===== src/rtl/interval_scheduler.sv =====
// interval_scheduler: round-robin owner of one shared up/down interval counter
//   CLK, RESET            clock, synchronous active-high reset
//   REQ, REQ_LEN, REQ_DIR per-requester level request, length lane, direction (1 = up)
//   GNT, BUSY             one-hot grant held for the whole job, any-grant flag
//   COUNT                 shared counter value
//   DONE, DONE_ID         one-cycle completion pulse and the completing requester
module interval_scheduler #(
   parameter int WIDTH = 5,
   parameter int NREQ = 4
) (
   input  logic                      CLK,
   input  logic                      RESET,
   input  logic [NREQ-1:0]           REQ,
   input  logic [NREQ*WIDTH-1:0]     REQ_LEN,
   input  logic [NREQ-1:0]           REQ_DIR,
   output logic [NREQ-1:0]           GNT,
   output logic                      BUSY,
   output logic [WIDTH-1:0]          COUNT,
   output logic                      DONE,
   output logic [$clog2(NREQ)-1:0]   DONE_ID
);
   localparam int IW = $clog2(NREQ);
   typedef enum logic [1:0] {IDLE, RUN, FIN} state_t;
   state_t state, state_n;
   logic [IW-1:0] id, id_n, pick, done_id_n;
   logic [WIDTH-1:0] len, len_n, len_sel, count_n, term;
   logic [NREQ-1:0] gnt_n;
   logic dir, dir_n, dir_sel, done_n;
   assign BUSY = |GNT;
   // id doubles as the round-robin pointer: it always names the last granted requester
   assign term = dir ? len : ~len;
   // pass 1 keeps the lowest active index overall, pass 0 overrides it with the
   // lowest active index above the pointer, which gives the wrap-around scan
   always_comb begin
      pick = '0;
      len_sel = '0;
      dir_sel = 1'b0;
      for (int p = 1; p >= 0; p--)
         for (int i = NREQ - 1; i >= 0; i--)
            if (REQ[i] && (p == 1 || IW'(i) > id)) begin
               pick = IW'(i);
               len_sel = REQ_LEN[i*WIDTH +: WIDTH];
               dir_sel = REQ_DIR[i];
            end
   end
   always_comb begin
      state_n = state;
      gnt_n = GNT;
      count_n = COUNT;
      done_n = 1'b0;
      done_id_n = DONE_ID;
      id_n = id;
      len_n = len;
      dir_n = dir;
      case (state)
         IDLE:
            if (|REQ) begin
               state_n = RUN;
               id_n = pick;
               len_n = len_sel;
               dir_n = dir_sel;
               gnt_n = NREQ'(1) << pick;
               count_n = dir_sel ? '0 : '1;
            end
         RUN:
            if (!REQ[id]) begin
               state_n = IDLE;
               gnt_n = '0;
            end else if (COUNT == term) begin
               state_n = FIN;
               done_n = 1'b1;
               done_id_n = id;
            end else
               count_n = dir ? COUNT + 1'b1 : COUNT - 1'b1;
         FIN: begin
            state_n = IDLE;
            gnt_n = '0;
         end
         default: state_n = IDLE;
      endcase
   end
   always_ff @(posedge CLK) begin
      if (RESET) begin
         state <= IDLE;
         GNT <= '0;
         COUNT <= '0;
         DONE <= 1'b0;
         DONE_ID <= '0;
         id <= IW'(NREQ - 1);
         len <= '0;
         dir <= 1'b0;
      end else begin
         state <= state_n;
         GNT <= gnt_n;
         COUNT <= count_n;
         DONE <= done_n;
         DONE_ID <= done_id_n;
         id <= id_n;
         len <= len_n;
         dir <= dir_n;
      end
   end
endmodule


===== config.mk =====
export PLATFORM = sky130hd
export DESIGN_NAME = interval_scheduler
export DESIGN_NICKNAME = d
export VERILOG_FILES = /design/src/rtl/interval_scheduler.sv
export SDC_FILE = /design/constraint.sdc
export NUM_CORES = 1
export LEC_CHECK = 0
export ABC_AREA = 1
export BUFFER_PORTS_ARGS = -buffer_cell sky130_fd_sc_hd__buf_2
export CORE_UTILIZATION = 50
export CTS_CLUSTER_DIAMETER = 100
export DETAILED_ROUTE_END_ITERATION = 8
export PLACE_DENSITY = 0.75
export REMOVE_ABC_BUFFERS = 1
export SLEW_MARGIN = 20
export SYNTH_ARGS = -nofsm -noshare
export SYNTH_HDL_FRONTEND = slang
export SYNTH_SLANG_ARGS = --single-unit

===== constraint.sdc =====
create_clock -name CLK -period 3.11 [get_ports CLK]
set_clock_uncertainty 0.1 [all_clocks]
set_input_delay 0.622 -clock CLK [delete_from_list [all_inputs] [get_ports CLK]]
set_output_delay 0.622 -clock CLK [all_outputs]
set_load 0.1 [all_outputs]

; ---- Word-level counts from Yosys, hierarchy flattened
; Index checks and enable logic that the tools add are counted.
[word_totals]
register_bits = 22
wordCells = 83
input_bits = 30
[classes]
n_eq_ne = 8
order_cmp = 5
n_shift = 1
mux = 41
add_sub_neg = 2
bitwise_logic = 3
reduce_logical = 15
[ops]
columns = operator, count
row1 = two-way mux 5 bit, 14
row2 = two-way mux 2 bit, 11
row3 = one-hot mux 4 bit (3 select lines), 1
row4 = two-way mux 1 bit, 10
row5 = one-hot mux 5 bit (2 select lines), 1
row6 = two-way mux 4 bit, 2
row7 = inequality test 2 bit (second input constant), 4
row8 = OR reduction 4 bit, 2
row9 = AND reduction 3 bit, 2
row10 = adder 5 x 1 -> 5 bit (second input constant), 1
row11 = equality test 5 bit, 1
row12 = inverter 5 bit, 1
row13 = subtractor 5 x 1 -> 5 bit (second input constant), 1
row14 = > comparator 1 x 2 -> 1 bit (first input constant), 2
row15 = > comparator 2 bit (first input constant), 2
row16 = logical AND 1 bit, 4
row17 = one-hot mux 2 bit (2 select lines), 1
row18 = AND reduction 2 bit, 2
row19 = AND reduction 4 bit, 1
row20 = << shifter 1 x 2 -> 4 bit (first input constant), 1
row21 = less-than comparator 2 x 3 -> 1 bit (second input constant), 1
row22 = inequality test 3 bit (second input constant), 1
row23 = nonzero test 3 bit, 1
row24 = OR reduction 3 bit, 1
row25 = other kinds (6), 7

; ---- Longest topological paths before layout
; Gate-level depths: netlist of run 1.
[depth]
depth_word = 11
ltp_mapped = 13
mapped_depth_nobuf = 12

; ---- Worst setup path before layout of run 1
; OpenSTA, ideal clock, no wires.
[synth_path]
path_kind = reg2out
start = register GNT[3]
end = output port BUSY
stages_incl_launch_ff = 2
t_required_ns = 2.388
slack_ns = 0.611
t_arrival_ns = 1.777
cell_sequence = dfxtp_1 -> or4_1
[synth_between]
elab_chain_cells = 1
[synth_lines]
columns = element, line_no
row1 = start: declaration, 16  ; output logic [NREQ-1:0] GNT,
row2 = start signal: assignment, 94  ; GNT <= gnt_n;
row3 = OR reduction 4 bit, 29  ; assign BUSY = |GNT;
row4 = end: declaration, 17  ; output logic BUSY,
; No other way between the ends.

; ---- Worst setup path after layout of run 1
; Ends and elaborated chain as after synthesis.

==> results.ini, run 1 <==
[outcome]
status=complete, no violations

[final_layout]
regArea_um2=440
fin_nets=356
diodes=0
final_cell_mix=nand2_1 (75), buf_2 (42), inv_1 (32), a21oi_1 (31), o21ai_0 (27)
syn2layout_area_growth_pct=15.3
drive_above_1_share_pct=20.8
multiInputGateArea_mm2=0.00110
final_util_pct=60.2
final_common_cell=nand2_1
fill_cells=332
final_cell_area_mm2=0.00201

[clock_network]
htreeDepth=1
cts_resized=0
clk_path_buf_depth=2
clk_pin_slew_worst_paths_ps=130
cts.sinks=22
post_cts_buffers=0
cts_root_buf=clkbuf_4
cts_inserted_buffers=3
postCtsHoldBufs=0
clock_latency_ps=310
cts_tree=yes

[timing]
setup_slack_ps=925
slew_violations=0
rsz0062_at_grt=no
worst_pin_slew_ps=492
finalHoldViolCount=0
fin_crit_ps=2190
fmax_mhz=458
finalSetupViolations=0
max_slew_margin_pct=67.4
layout_worst_path_cycle_share_pct=70.3
tns_ps=0

[drt]
drt-total-wl_mm=3.94
via_per_inst=5.15
vias=1873
drc_errors=0
ant_nets=0
dr.pass1.iters=4
routedWlPerCell_um=10.8
drt-initial-drc-count=70

[synthesis]
synth_area_mm2=0.00174
yosys.area_share.simple_pct=33.5
yosysWarnings=0
synthCells=280
yosys.area_share.xor_xnor_pct=1.01
synth_cell_types=29
syn_area_per_cell_um2=6.22
synth-seq-cells=22
synth_compound_area_share_pct=23.4
synthAdderAreaFrac_pct=5.46
synth_top_family_by_area=simple AND/OR/NAND/NOR gates
yosysSeqAreaShare_pct=25.3
synthMuxAreaShare_pct=0

[worst_setup_path]
start_kind=flop
end_kind=output pin
critPathArrivalTime_ps=1460
cp_max_fo=3
critical_path_class=reg -> out
reg2regPathDepth=9
required_ps=2390

[placed_design]
hpwl_mm=3.14
io_buffers=42
place_area_mm2=0.00196
gp_congestion=0.850
pre_cts_ws_ps=1090

[power]
p_leak_nw=1.06
power.density_mw_per_mm2=737
totalPowerFinal_mw=1.48
peakVddDrop_mv=0.567

[die]
ios=43
initial_core_util_pct=52.2
core_region_area_mm2=0.00334
die_h_um=61.0
rows=21
fp.dieW_um=61.0
die-area_mm2=0.00372

[worst_hold_path]
holdPathStages=2
hold_class=reg -> reg

[grt]
antenna_found_initial=0
grt_pass1_wl_mm=6.50
grt_max_degree=15
grt-ovfl-total=0
track_usage_pct=22.8
first_global_vias=1576

[flow_run]
max-cap-violations=0

## through the flow
step	cells	hold WS, ps
2_1_floorplan	272	360
6_report	364	391
3_5_place_dp	360	370
3_3_place_gp	360	365
5_1_grt	364	400
4_1_cts	364	390
## flip-flops by register name (all words and copies together) (netlist names)
| register | cells |
|---|---|
| DONE_ID | 2 |
| id | 2 |
| COUNT | 5 |
| GNT | 4 |
| dir | 1 |
| DONE | 1 |
| len | 5 |
| state | 2 |
## synth_stat cells, drive strengths merged
cell type | n | share of area, %
nor2 | 28 | 7.0
o21ai | 32 | 9.8
nand2 | 77 | 17
a21oi | 31 | 8.9
nand3 | 15 | 5.5
xor2 | 2 | 1.0
fa | 1 | 1.1
a211oi | 1 | 0.72
nand3b | 2 | 1.6
or2 | 1 | 0.36
clkbuf | 4 | 0.86
inv | 37 | 8.0
clkinv | 1 | 0.22
ha | 6 | 4.3
or4 | 1 | 0.43
nand4 | 5 | 1.8
o21bai | 5 | 2.2
buf | 4 | 2.2
o22ai | 5 | 1.8
dfxtp | 22 | 25
## power breakdown
group	total (mW)	internal (mW)	switching [mW]
logic	0.868	0.243	0.624
registers	0.392	0.338	0.0533
clock network	0.220	0.130	0.0898
total	1.48	0.712	0.767
## cell families after synthesis
family                   Yosys count
AND/OR/NAND/NOR                  129
flip-flops                        22
XOR/XNOR                           2
adder cells (fa/ha/maj)            7
buffers and inverters             46
AO/OA/AOI/OAI                     74
## worst max-delay path, stage by stage, from the launching register on
cell and delay (ps):
dfxtp_1 350, or4_1 500, buf_2 300
## final cells by class
| type | instances | area share, % |
|---|---|---|
| repair buffers | 42 | 10.5 |
| inverters | 38 | 7.10 |
| multi-input cells | 212 | 55.0 |
| clock buffers | 3 | 1.12 |
| clock inverters | 1 | 1.50 |
| flip-flops and latches | 22 | 21.9 |
| well taps | 46 | 2.87 |
## routing by layer
metal,GRT usage (%),up-vias,share of wire (%)
met1,27.0,840,45
met4,4.22,0,0.74
met2,42.9,44,50
met3,3.99,4,4.7
li1,-,985,-
met5,0,-,0
## final timing paths
kind / start / endpoint / slack, ps
worst max-delay path: GNT[3] / BUSY / 920
worst min-delay path: GNT[0] / GNT[0] / 390
worst max register to register: dir / COUNT[3] / 1230
worst min register to register: GNT[0] / GNT[0] / 390
Note: power is estimated with default switching activity, not from simulation.
==> inputs of run 2 (changes only) <==
==> constraint.sdc (replaced) <==
create_clock -name CLK -period 2.1 [get_ports CLK]
set_clock_uncertainty 0.1 [all_clocks]
set_input_delay 0.42 -clock CLK [delete_from_list [all_inputs] [get_ports CLK]]
set_output_delay 0.42 -clock CLK [all_outputs]
set_load 0.1 [all_outputs]
==> results.ini, run 2 (synthesis gave the netlist of run 1 again) <==
[worst_setup_path]
crit_chain=or4_1, buf_2
cp_top_family=simple AND/OR/NAND/NOR gates
r2r-start=COUNT[0]
required_ps=1580
r2r-end=COUNT[4]
critical_path_class=reg -> out
cp_max_fo=3
start_kind=flop
path_buf_inv=1
critPathArrivalTime_ps=1470
cp_slowest_stage_delay_ps=500
crit_slowest_cell=or4_1
reg2reg_slack_ps=280
reg2regPathDepth=10
end_kind=output pin

[grt]
grtUsageMet3_pct=4.62
grt-ovfl-total=0
grt_max_degree=15
first_global_vias=1703
grt_use_met2_pct=44.1
gr-max-usage-layer=met2
antenna_found_initial=0
track_usage_pct=24.7
gr-usage-met1_pct=30.0
grt_pass1_wl_mm=7.00

[power]
power.density_mw_per_mm2=1090
peakVddDrop_mv=0.767
p_leak_nw=1.07

[final_layout]
diodes=0
syn2layout_area_growth_pct=16.2
final_cell_area_mm2=0.00202
fin_nets=358
fill_cells=344
top_regs=COUNT x5, len x5, GNT x4
final_common_cell=nand2_1
drive_above_1_share_pct=21.3
final_cell_mix=nand2_1 (75), buf_2 (42), inv_1 (32), a21oi_1 (31), o21ai_0 (27)

[worst_hold_path]
worstHoldStart=RESET
hold_class=in -> reg
min_to=GNT[0]
holdPathStages=2

[die]
initial_core_util_pct=52.2
rows=21
die_h_um=61.0
fp.dieW_um=61.0
die-area_mm2=0.00372
core_region_area_mm2=0.00334
ios=43

[clock_network]
htreeDepth=1
clk_pin_slew_worst_paths_ps=130
cts_inserted_buffers=3
cts_tree=yes
cts.sinks=22
clk_path_buf_depth=2
clock_latency_ps=310
cts_resized=0
postCtsHoldBufs=0
post_cts_buffers=0
cts_root_buf=clkbuf_4

[timing]
fmax_mhz=504
slew_violations=0
tns_ps=0
rsz0062_at_grt=no
max_slew_margin_pct=67.5
finalSetupViolations=0
finalHoldViolCount=0
worst_pin_slew_ps=490
layout_worst_path_cycle_share_pct=94.6
fin_crit_ps=1990
hold-worst-slack_ps=278

[placed_design]
io_buffers=42
hpwl_mm=3.23
place_area_mm2=0.00197
gp_congestion=0.859

[drt]
drt-initial-drc-count=126
routedWlPerCell_um=11.2
via_per_inst=5.15
vias=1885
drc_errors=0
dr.pass1.iters=5
drt-total-wl_mm=4.11
ant_nets=0

[outcome]
status=complete, no violations

[flow_run]
max-cap-violations=0

==> run 2: cell types whose count changed in the layout (fill, tap and decap cells not counted), sizes merged <==
cell and change:
buf +2
==> run 2: area by class of cell <==
type / count / area (um^2) / share of cell area, %
Multi-Input combinational cell: 212 / 1100 / 54.6
Sequential cell: 22 / 440 / 21.8
Timing Repair Buffer: 44 / 225 / 11.1
Inverter: 38 / 143 / 7.05
Tap cell: 46 / 57.6 / 2.84
Clock inverter: 1 / 30.0 / 1.48
Clock buffer: 3 / 22.5 / 1.11
==> run 2: worst max-delay path by stage <==
stage,slack [ps],depth (start not counted),endpoint,startpoint
after floorplan,-320,10,COUNT[4],COUNT[0]
after global placement,320,10,COUNT[4],COUNT[0]
after detailed placement,310,11,COUNT[1],REQ[2]
after CTS,100,2,BUSY,GNT[3]
after global routing,50,2,BUSY,GNT[3]
final,110,2,BUSY,GNT[3]
==> run 2: layer usage <==
metal	vias to the layer above	share of wire [%]
met2	49	47
met5	-	0
met1	837	46
met4	0	0.95
met3	5	5.8
li1	994	-
==> run 2: where the power goes <==
part           switching (mW)  internal [mW]
Clock                   0.136          0.193
Combinational           0.928          0.369
Sequential             0.0811          0.501
Total                    1.14           1.06
==> run 2: metrics by stage <==
stage	std cells	utilization, %	power (mW)	worst slack [ps]
2_1_floorplan	272	-	1.64	-323
3_3_place_gp	362	59.1	1.87	320
3_5_place_dp	362	59.1	1.88	306
4_1_cts	366	60.6	2.21	104
5_1_grt	366	60.6	2.40	45.6
6_report	366	60.6	2.21	114
==> inputs of run 3 (changes only) <==
--- a/config.mk
+++ b/config.mk
@@ -7,10 +7,11 @@
 export LEC_CHECK = 0
 export ABC_AREA = 1
 export BUFFER_PORTS_ARGS = -buffer_cell sky130_fd_sc_hd__buf_2
-export CORE_UTILIZATION = 50
+export CORE_UTILIZATION = 53
 export CTS_CLUSTER_DIAMETER = 100
 export DETAILED_ROUTE_END_ITERATION = 8
-export PLACE_DENSITY = 0.75
+export GPL_TIMING_DRIVEN = 0
+export PLACE_DENSITY = 0.78
 export REMOVE_ABC_BUFFERS = 1
 export SLEW_MARGIN = 20
 export SYNTH_ARGS = -nofsm -noshare
==> constraint.sdc (replaced) <==
create_clock -name CLK -period 2.1 [get_ports CLK]
set_clock_uncertainty 0.1 [all_clocks]
set_input_delay 0.21 -clock CLK [delete_from_list [all_inputs] [get_ports CLK]]
set_output_delay 0.21 -clock CLK [all_outputs]
set_load 0.1 [all_outputs]
==> results.ini, run 3 (synthesis gave the netlist of run 1 again) <==
[grt]
grt_use_met2_pct=44.3
gr-max-usage-layer=met2
grt_max_degree=15
track_usage_pct=25.0
grtUsageMet3_pct=5.02
grt_pass1_wl_mm=6.85
first_global_vias=1611
gr-usage-met1_pct=31.5
antenna_found_initial=0
grt-ovfl-total=0

[final_layout]
final_util_pct=65.2
final_cells=362
final_common_cell=nand2_1
fill_cells=300
fin_nets=356
drive_above_1_share_pct=20.8
top_regs=COUNT x5, len x5, GNT x4
final_cell_mix=nand2_1 (75), buf_2 (42), inv_1 (32), a21oi_1 (31), o21ai_0 (27)
diodes=0
syn2layout_area_growth_pct=15.2
final_cell_area_mm2=0.00201

[worst_hold_path]
hold_class=in -> reg

[timing]
finalSetupViolations=0
finalHoldViolCount=0
fmax_mhz=543
rsz0062_at_grt=no
fin_crit_ps=1840
slew_violations=0
worst_pin_slew_ps=489
max_slew_margin_pct=67.7
layout_worst_path_cycle_share_pct=87.6

[drt]
drc_errors=0
dr.pass1.iters=4
drt-initial-drc-count=96
drt-total-wl_mm=3.97
routedWlPerCell_um=11.0
vias=1891
ant_nets=0
via_per_inst=5.22

[placed_design]
post-place-cells=358
place_area_mm2=0.00195
gp_congestion=0.842
io_buffers=42
hpwl_mm=3.07

[power]
power.density_mw_per_mm2=1100
totalPowerFinal_mw=2.20
peakVddDrop_mv=0.691
p_leak_nw=1.06

[worst_setup_path]
critical_path_class=reg -> reg
cp_max_fo=6
end_kind=flop
critPathArrivalTime_ps=1970
start_kind=flop
required_ps=2230

[clock_network]
cts_resized=0
htreeDepth=1
clock_latency_ps=320
post_cts_buffers=0
postCtsHoldBufs=0
cts_tree=yes
clk_pin_slew_worst_paths_ps=130
cts_inserted_buffers=3
cts_root_buf=clkbuf_4
clk_path_buf_depth=2
cts.sinks=22

[die]
die_h_um=59.3
rows=20
die-area_mm2=0.00352
fp.dieW_um=59.3
initial_core_util_pct=56.6
ios=43
core_region_area_mm2=0.00308

[flow_run]
max-cap-violations=0

[outcome]
status=complete, no violations

run 3: path summary, 6_finish.rpt:
kind	startpoint	endpoint	slack [ps]	depth (start not counted)
setup / recovery	dir	COUNT[3]	260	9
hold / removal	RESET	GNT[1]	70	2
setup reg to reg	dir	COUNT[3]	260	9
hold reg to reg	GNT[1]	GNT[1]	380	2
run 3: routing by layer:
metal	routed length (um)	part of all wire, %
met5	0	0
met4	10	0.25
met3	221	5.6
met2	1920	48
met1	1820	46
run 3: stage by stage:
| step | hold WS [ps] | setup TNS, ps | setup WS [ps] |
|---|---|---|---|
| 2_1_floorplan | 179 | -1280 | -323 |
| 3_3_place_gp | 367 | 0 | 307 |
| 3_5_place_dp | 367 | 0 | 280 |
| 4_1_cts | 54.3 | 0 | 242 |
| 5_1_grt | 37.5 | 0 | 95.2 |
| 6_report | 66.0 | 0 | 260 |
run 3: critical path, cell delays in order (launching register included):
cell	delay [ps]
dfxtp_1	470
inv_2	120
ha_1	350
a21oi_1	160
nand2_1	70
xor2_1	140
nand2_1	60
nand4_1	90
nor2_1	140
nor2_1	50
run 3: where the power goes:
part / switching (mW) / internal, mW
combinational: 0.920 / 0.360
sequential: 0.0815 / 0.501
clock: 0.140 / 0.193
total: 1.14 / 1.05
run 3: layout make-up:
| type | instances | area, um^2 | area share, % |
|---|---|---|---|
| Clock inverter | 1 | 30.0 | 1.50 |
| Clock buffer | 3 | 22.5 | 1.12 |
| Timing Repair Buffer | 42 | 210 | 10.5 |
| Multi-Input combinational cell | 212 | 1100 | 55.1 |
| Inverter | 38 | 143 | 7.11 |
| Tap cell | 44 | 55.1 | 2.74 |
| Sequential cell | 22 | 440 | 22.0 |
